[config.mk]
export PLATFORM = sky130hd
export DESIGN_NAME = beep_scheduler
export DESIGN_NICKNAME = d
export VERILOG_FILES = /design/src/rtl/beep_scheduler_pkg.sv /design/src/rtl/beep_phase_timer.sv /design/src/rtl/beep_scheduler.sv
export SDC_FILE = /design/constraint.sdc
export NUM_CORES = 1
export LEC_CHECK = 0
export BUFFER_PORTS_ARGS = -buffer_cell sky130_fd_sc_hd__buf_2
export CORE_MARGIN = 5
export CORE_UTILIZATION = 64
export CTS_CLUSTER_SIZE = 20
export DETAILED_ROUTE_END_ITERATION = 10
export PLACE_DENSITY = 0.83
export SYNTH_ARGS = -nofsm -noshare
export SYNTH_HDL_FRONTEND = slang
export SYNTH_SLANG_ARGS = --single-unit
[constraint.sdc]
create_clock -name clk_1khz -period 6.29 [get_ports clk_1khz]
set_clock_uncertainty 0.1 [all_clocks]
set_input_delay 1.258 -clock clk_1khz [delete_from_list [all_inputs] [get_ports clk_1khz]]
set_output_delay 1.258 -clock clk_1khz [all_outputs]
set_load 0.005 [all_outputs]
[src/rtl/beep_scheduler_pkg.sv]
// Shared types and constants for the piezo beep scheduler: FSM state encoding,
// active-source codes and the tone divider constant.
package beep_scheduler_pkg;

  typedef enum logic [2:0] {
    ST_IDLE   = 3'd0,
    ST_KEY    = 3'd1,
    ST_CH_ON  = 3'd2,
    ST_CH_OFF = 3'd3,
    ST_AL_ON  = 3'd4,
    ST_AL_OFF = 3'd5
  } state_t;

  typedef enum logic [1:0] {
    SRC_NONE  = 2'd0,
    SRC_KEY   = 2'd1,
    SRC_CHIME = 2'd2,
    SRC_ALARM = 2'd3
  } src_t;

  // Half period of the 500 Hz tone in clk_1khz cycles.
  localparam int unsigned TONE_HALF_MS = 1;
  localparam int unsigned MS_W         = 10;

  function automatic src_t src_of(input state_t s);
    case (s)
      ST_KEY:              return SRC_KEY;
      ST_CH_ON, ST_CH_OFF: return SRC_CHIME;
      ST_AL_ON, ST_AL_OFF: return SRC_ALARM;
      default:             return SRC_NONE;
    endcase
  endfunction

  function automatic logic is_tone_state(input state_t s);
    return (s == ST_KEY) || (s == ST_CH_ON) || (s == ST_AL_ON);
  endfunction

endpackage

[src/rtl/beep_phase_timer.sv]
// Millisecond phase timer: counts enabled cycles from a clear and flags the
// last cycle of a phase whose length is given by term.
module beep_phase_timer
  import beep_scheduler_pkg::*;
#(
  parameter int unsigned W = MS_W
) (
  input  logic         clk_1khz,
  input  logic         switch_clr,
  input  logic         clr,
  input  logic         en,
  input  logic [W-1:0] term,
  output logic         done
);

  logic [W-1:0] ms_cnt;

  // done marks the final cycle, so the count never passes term-1 or wraps.
  assign done = (ms_cnt == term - W'(1));

  // NOTE: sequential state uses non-blocking assignments so every register
  // samples the pre-edge values, independent of statement order.
  always_ff @(posedge clk_1khz or negedge switch_clr) begin
    if (!switch_clr) begin
      ms_cnt <= '0;
    end else if (clr) begin
      ms_cnt <= '0;
    end else if (en && !done) begin
      ms_cnt <= ms_cnt + W'(1);
    end
  end

endmodule

[src/rtl/beep_scheduler.sv]
// Piezo owner: arbitrates key click, chime and alarm with alarm > chime > key
// priority, sequences each on/off pattern and drives a registered 500 Hz beep.
module beep_scheduler
  import beep_scheduler_pkg::*;
#(
  parameter int unsigned KEY_MS      = 50,
  parameter int unsigned ON_MS       = 100,
  parameter int unsigned OFF_MS      = 100,
  parameter int unsigned CHIME_BEEPS = 3,
  parameter int unsigned ALARM_SEC   = 30
) (
  input  logic       clk_1khz,
  input  logic       switch_clr,
  input  logic       tick_1hz,
  input  logic       req_key,
  input  logic       req_chime,
  input  logic       req_alarm,
  input  logic       alarm_ack,
  input  logic       debug_force,
  output logic       beep,
  output logic [1:0] active_src,
  output logic       busy
);

  state_t            state, state_nxt;
  logic              enter;
  logic [3:0]        burst_cnt, burst_nxt;
  logic [5:0]        sec_cnt, sec_nxt;
  logic              chime_pend, pend_nxt;
  logic              alarm_prev;
  logic              alarm_rise;
  logic              in_alarm;
  logic              alarm_exit;
  logic              tone, tone_nxt;
  logic [3:0]        dbg_div;
  logic              dbg_tog;
  logic [MS_W-1:0]   term;
  logic              phase_done;

  beep_phase_timer #(.W(MS_W)) u_timer (
    .clk_1khz   (clk_1khz),
    .switch_clr (switch_clr),
    .clr        (enter),
    .en         (state != ST_IDLE),
    .term       (term),
    .done       (phase_done)
  );

  always_comb begin
    case (state)
      ST_KEY:              term = MS_W'(KEY_MS);
      ST_CH_OFF, ST_AL_OFF: term = MS_W'(OFF_MS);
      default:             term = MS_W'(ON_MS);
    endcase
  end

  assign alarm_rise = req_alarm & ~alarm_prev;
  assign in_alarm   = (state == ST_AL_ON) || (state == ST_AL_OFF);
  // Ack beats a simultaneous rise; a timeout yields to a fresh rise.
  assign alarm_exit = in_alarm &&
                      (alarm_ack ||
                       (!alarm_rise && tick_1hz && sec_cnt == 6'(ALARM_SEC - 1)));

  // NOTE: every always_comb output gets a default first so no path can
  // leave it unassigned and infer a latch.
  always_comb begin
    state_nxt = state;
    enter     = 1'b0;
    burst_nxt = burst_cnt;
    sec_nxt   = sec_cnt;
    pend_nxt  = chime_pend;
    if (alarm_exit) begin
      enter   = 1'b1;
      sec_nxt = '0;
      if (chime_pend || req_chime) begin
        state_nxt = ST_CH_ON;
        burst_nxt = '0;
        pend_nxt  = 1'b0;
      end else begin
        state_nxt = ST_IDLE;
      end
    end else if (alarm_rise) begin
      state_nxt = ST_AL_ON;
      enter     = 1'b1;
      burst_nxt = '0;
      sec_nxt   = '0;
      if (state == ST_CH_ON || state == ST_CH_OFF || req_chime) pend_nxt = 1'b1;
    end else begin
      case (state)
        ST_IDLE, ST_KEY: begin
          if (req_chime) begin
            state_nxt = ST_CH_ON;
            enter     = 1'b1;
            burst_nxt = '0;
          end else if (state == ST_IDLE && req_key) begin
            state_nxt = ST_KEY;
            enter     = 1'b1;
          end else if (state == ST_KEY && phase_done) begin
            state_nxt = ST_IDLE;
            enter     = 1'b1;
          end
        end
        ST_CH_ON: begin
          if (phase_done) begin
            state_nxt = ST_CH_OFF;
            enter     = 1'b1;
            burst_nxt = burst_cnt + 4'd1;
          end
        end
        ST_CH_OFF: begin
          if (phase_done) begin
            enter     = 1'b1;
            state_nxt = (burst_cnt == 4'(CHIME_BEEPS)) ? ST_IDLE : ST_CH_ON;
          end
        end
        ST_AL_ON, ST_AL_OFF: begin
          if (req_chime) pend_nxt = 1'b1;
          if (tick_1hz)  sec_nxt  = sec_cnt + 6'd1;
          if (phase_done) begin
            enter     = 1'b1;
            state_nxt = (state == ST_AL_ON) ? ST_AL_OFF : ST_AL_ON;
          end
        end
        default: begin
          state_nxt = ST_IDLE;
          enter     = 1'b1;
        end
      endcase
    end

    // Tone restarts high on every entry into a sounding phase.
    if (is_tone_state(state_nxt)) tone_nxt = enter ? 1'b1 : ~tone;
    else                          tone_nxt = 1'b0;
  end

  always_ff @(posedge clk_1khz or negedge switch_clr) begin
    if (!switch_clr) begin
      state      <= ST_IDLE;
      burst_cnt  <= '0;
      sec_cnt    <= '0;
      chime_pend <= 1'b0;
      alarm_prev <= 1'b0;
      tone       <= 1'b0;
    end else begin
      state      <= state_nxt;
      burst_cnt  <= burst_nxt;
      sec_cnt    <= sec_nxt;
      chime_pend <= pend_nxt;
      alarm_prev <= req_alarm;
      tone       <= tone_nxt;
    end
  end

  // Free-running 500 Hz source for the debug path, independent of the FSM.
  always_ff @(posedge clk_1khz or negedge switch_clr) begin
    if (!switch_clr) begin
      dbg_div <= '0;
      dbg_tog <= 1'b0;
    end else if (dbg_div == 4'(TONE_HALF_MS - 1)) begin
      dbg_div <= '0;
      dbg_tog <= ~dbg_tog;
    end else begin
      dbg_div <= dbg_div + 4'd1;
    end
  end

  always_ff @(posedge clk_1khz or negedge switch_clr) begin
    if (!switch_clr) begin
      beep       <= 1'b0;
      active_src <= SRC_NONE;
      busy       <= 1'b0;
    end else begin
      beep       <= tone | (debug_force & dbg_tog);
      active_src <= src_of(state);
      busy       <= (state != ST_IDLE);
    end
  end

endmodule
==> summary.txt <==
Timing
  • FMAX: 0.358 GHz
  • RSZ-0062 raised after global routing: false
  • Final setup fails: 0
  • Tcrit/Tclk final: 44.4%
  • Worst slew pin tran: 0.746 ns
  • Number of max-slew violations in the final report: 0
  • Worst hold slack: 0.373 ns
  • Setup tns final: 0 ns
  • Normalized max-slew margin: between 50% and 60%
  • Hold violation count in the final report: 0
  • Final min period: 2.79 ns

Final layout
  • Layout cells sized above 1: 12.7%
  • P&R area growth vs syn: 8.37%
  • Nets: 239
  • # diodes: 0
  • Most common cell after layout, fill and taps aside: dfrtp_1
  • Most frequent cells in the layout: 35 x dfrtp_1, 22 x nand2_1, 19 x nor2_1

Critical path
  • Critical path's slowest cell: a21o_1
  • Startpoint type of the worst setup path: input port
  • Crit-path max FO: 16
  • Worst setup EP type: register
  • Worst R2R Path Depth: 6
  • Worst Path Arrival: just under 3 ns
  • Crit Path Class: in -> reg
  • Worst stage delay on the critical path: 0.47 ns
  • Worst path buffer plus inverter count: 1
  • WP depth: 7
  • Largest delay contributor family on the critical path: compound AO/OA/AOI/OAI gates
  • CP cell instances: buf_2 > nand2_1 > o31ai_1 > a21o_1 > o221ai_1 > nand2b_1 > o31ai_1
  • Worst EP required: 6.45 ns
  • Top cell by count, worst path: o31ai_1

Yosys
  • Asr flop ratio synth: 100%
  • Seq/Total Area, Yosys: 43.8%
  • Yosys cell types: 49
  • #FFs+latches synth: 35
  • Mapped Cells: 207
  • Ys Warns: 0
  • Mapped Avg Cell Area: between 9 and 10 µm²
  • EDFF count, synth: 0
  • Post-Syn Nets: ~230
  • Main synth FF type: dfrtp_1
  • Mapped cell area: 2000 µm²

CTS
  • CTS sink cnt: 35
  • CTS Buffer Depth: 2
  • Post-cts sizing count: 0
  • CTS Buf Count: 5
  • Worst-Skew Late Latency: roughly 0.35 ns
  • H-tree lvl count: 2
  • Post-CTS Setup Bufs: 0
  • CTS root buf: clkbuf_4
  • CTS Hold Bufs: 0
  • CTS tree: done
  • Reg clk slew, reported paths: 0.11 ns

Floorplan
  • Row count: 20
  • Die area: 4350 µm²
  • Die H: about 66 µm
  • IO Pins: 12
  • CORE AREA: 3030 µm²
  • Die X: 65.9 µm
  • Starting density of the core: 66.1%

Global routing
  • Largest net degree at the start of global routing: 36
  • Initial antenna violation count: 0
  • Global-route usage over all layers: just under 20%
  • GRT overflow: 0
  • Vias in the first global route: 1504
  • Global-route wire length before repair: 6620 µm

Drt
  • Post-Route WL: 3820 µm
  • TritonRoute pass-1 iters: 4
  • DRC: 0
  • Initial DRC count: 97
  • Final ANT Viol Nets: 0
  • Vias/cell: 5.91
  • DR WL/cell: 14.4 µm
  • Vias: 1566

Run status
  • Status: finished, final reports clean

Place
  • GP Congestion: 0.836
  • PortBufs: 11
  • Post-DP HPWL: 2760 µm

Hold path
  • Hold path cells: 1
  • Worst Hold Class: reg -> reg

Power and ir drop
  • VDD IR max: 167 µV
  • Sw Share: 39.0%
  • Sequential group share of total power: 40.5%
  • Switching power: between 300 and 400 µW
  • Internal: 474 µW
  • Clk pwr share: 21.2%
  • Power Dens Cells: 358 nW/µm²
  • Lkg Pwr: 0.986 nW
  • Combinational share of power: between 30% and 40%

Job
  • Total of max-cap violations: 0
[metal layers]
metal / vias up / track usage, % / share of wire [%]
met5: - / 0 / 0
met4: 0 / 8.63 / 1.8
met3: 10 / 6.12 / 4.4
met2: 47 / 31.0 / 48
met1: 753 / 25.0 / 45
li1: 756 / - / -
[registers in the layout, summed over array words and instances, names as in the netlist]
register / count
dbg_tog: 1
active_src: 2
busy: 1
alarm_prev: 1
burst_cnt: 4
sec_cnt: 6
u_timer.ms_cnt: 10
state: 3
beep: 1
chime_pend: 1
dbg_div: 4
tone: 1
[synth_stat cells, types with 2 or more instances]
library cell	count	area [µm²]
ha_1	11	138
dfrtp_1	35	876
nand3b_1	3	22.5
nor2b_1	2	12.5
nor3_1	5	25.0
nand2_1	22	82.6
clkbuf_1	3	11.3
xor2_1	10	87.6
a22oi_1	2	15.0
o31ai_1	6	45.0
nand3_1	9	45.0
and3_1	3	18.8
o21ai_0	12	60.1
nor3b_1	5	37.5
xnor2_1	4	35.0
inv_1	10	37.5
nand2b_1	3	18.8
and4_1	2	17.5
nor2_1	19	71.3
and2_1	2	12.5
a21oi_1	9	45.0
nand4_1	2	12.5
mux2i_1	2	20.0
[layout make-up]
class                   instances  area, µm²
clock buffers                   5       37.5
multi-input cells             157       1060
fillers                       227        858
well taps                      44       55.1
repair buffers                 11       55.1
inverters                      10       37.5
flip-flops and latches         35        876
clock inverters                 3       43.8
[cells by family (layout without fill, tap and decap cells)]
logic type      count (synthesis)  after routing  share of synthesized area (%)
buf+inv                        15             29                           3.06
flops                          35             35                           43.8
simple gates                   86             86                           22.9
fa+ha+maj                      11             11                           6.87
mux                             4              4                           2.31
compound gates                 42             42                           15.0
xor+xnor                       14             14                           6.12
[stage by stage]
step / cells / power [mW] / worst slack (ns) / util (%) / cell area [µm²]
after floorplan: 207 / 0.538 / 3.65 / - / 2000
after global placement: 257 / 0.595 / 3.29 / 69.0 / 2090
after detailed placement: 257 / 0.610 / 3.15 / 69.0 / 2090
after CTS: 265 / 0.778 / 3.51 / 71.7 / 2170
after global routing: 265 / 0.835 / 3.36 / 71.7 / 2170
final: 265 / 0.776 / 3.50 / 71.7 / 2170
[power by group through the flow]
stage	clock, mW	combinational (mW)	sequential, mW
6_report	0.165	0.297	0.314
5_1_grt	0.181	0.333	0.320
4_1_cts	0.168	0.297	0.313
3_5_place_dp	0	0.293	0.318
3_3_place_gp	0	0.282	0.313
2_1_floorplan	0	0.241	0.298
[path summary, 6_finish.rpt]
check	from	end	slack (ns)
min in group asynchronous	switch_clr	u_timer.ms_cnt[0]	0.86
min	dbg_tog	dbg_tog	0.37
min reg2reg	dbg_tog	dbg_tog	0.37
max in group asynchronous	switch_clr	state[2]	4.74
max	tick_1hz	burst_cnt[3]	3.50
max reg2reg	state[2]	tone	3.62
Note: power is estimated with default switching activity, not from simulation.
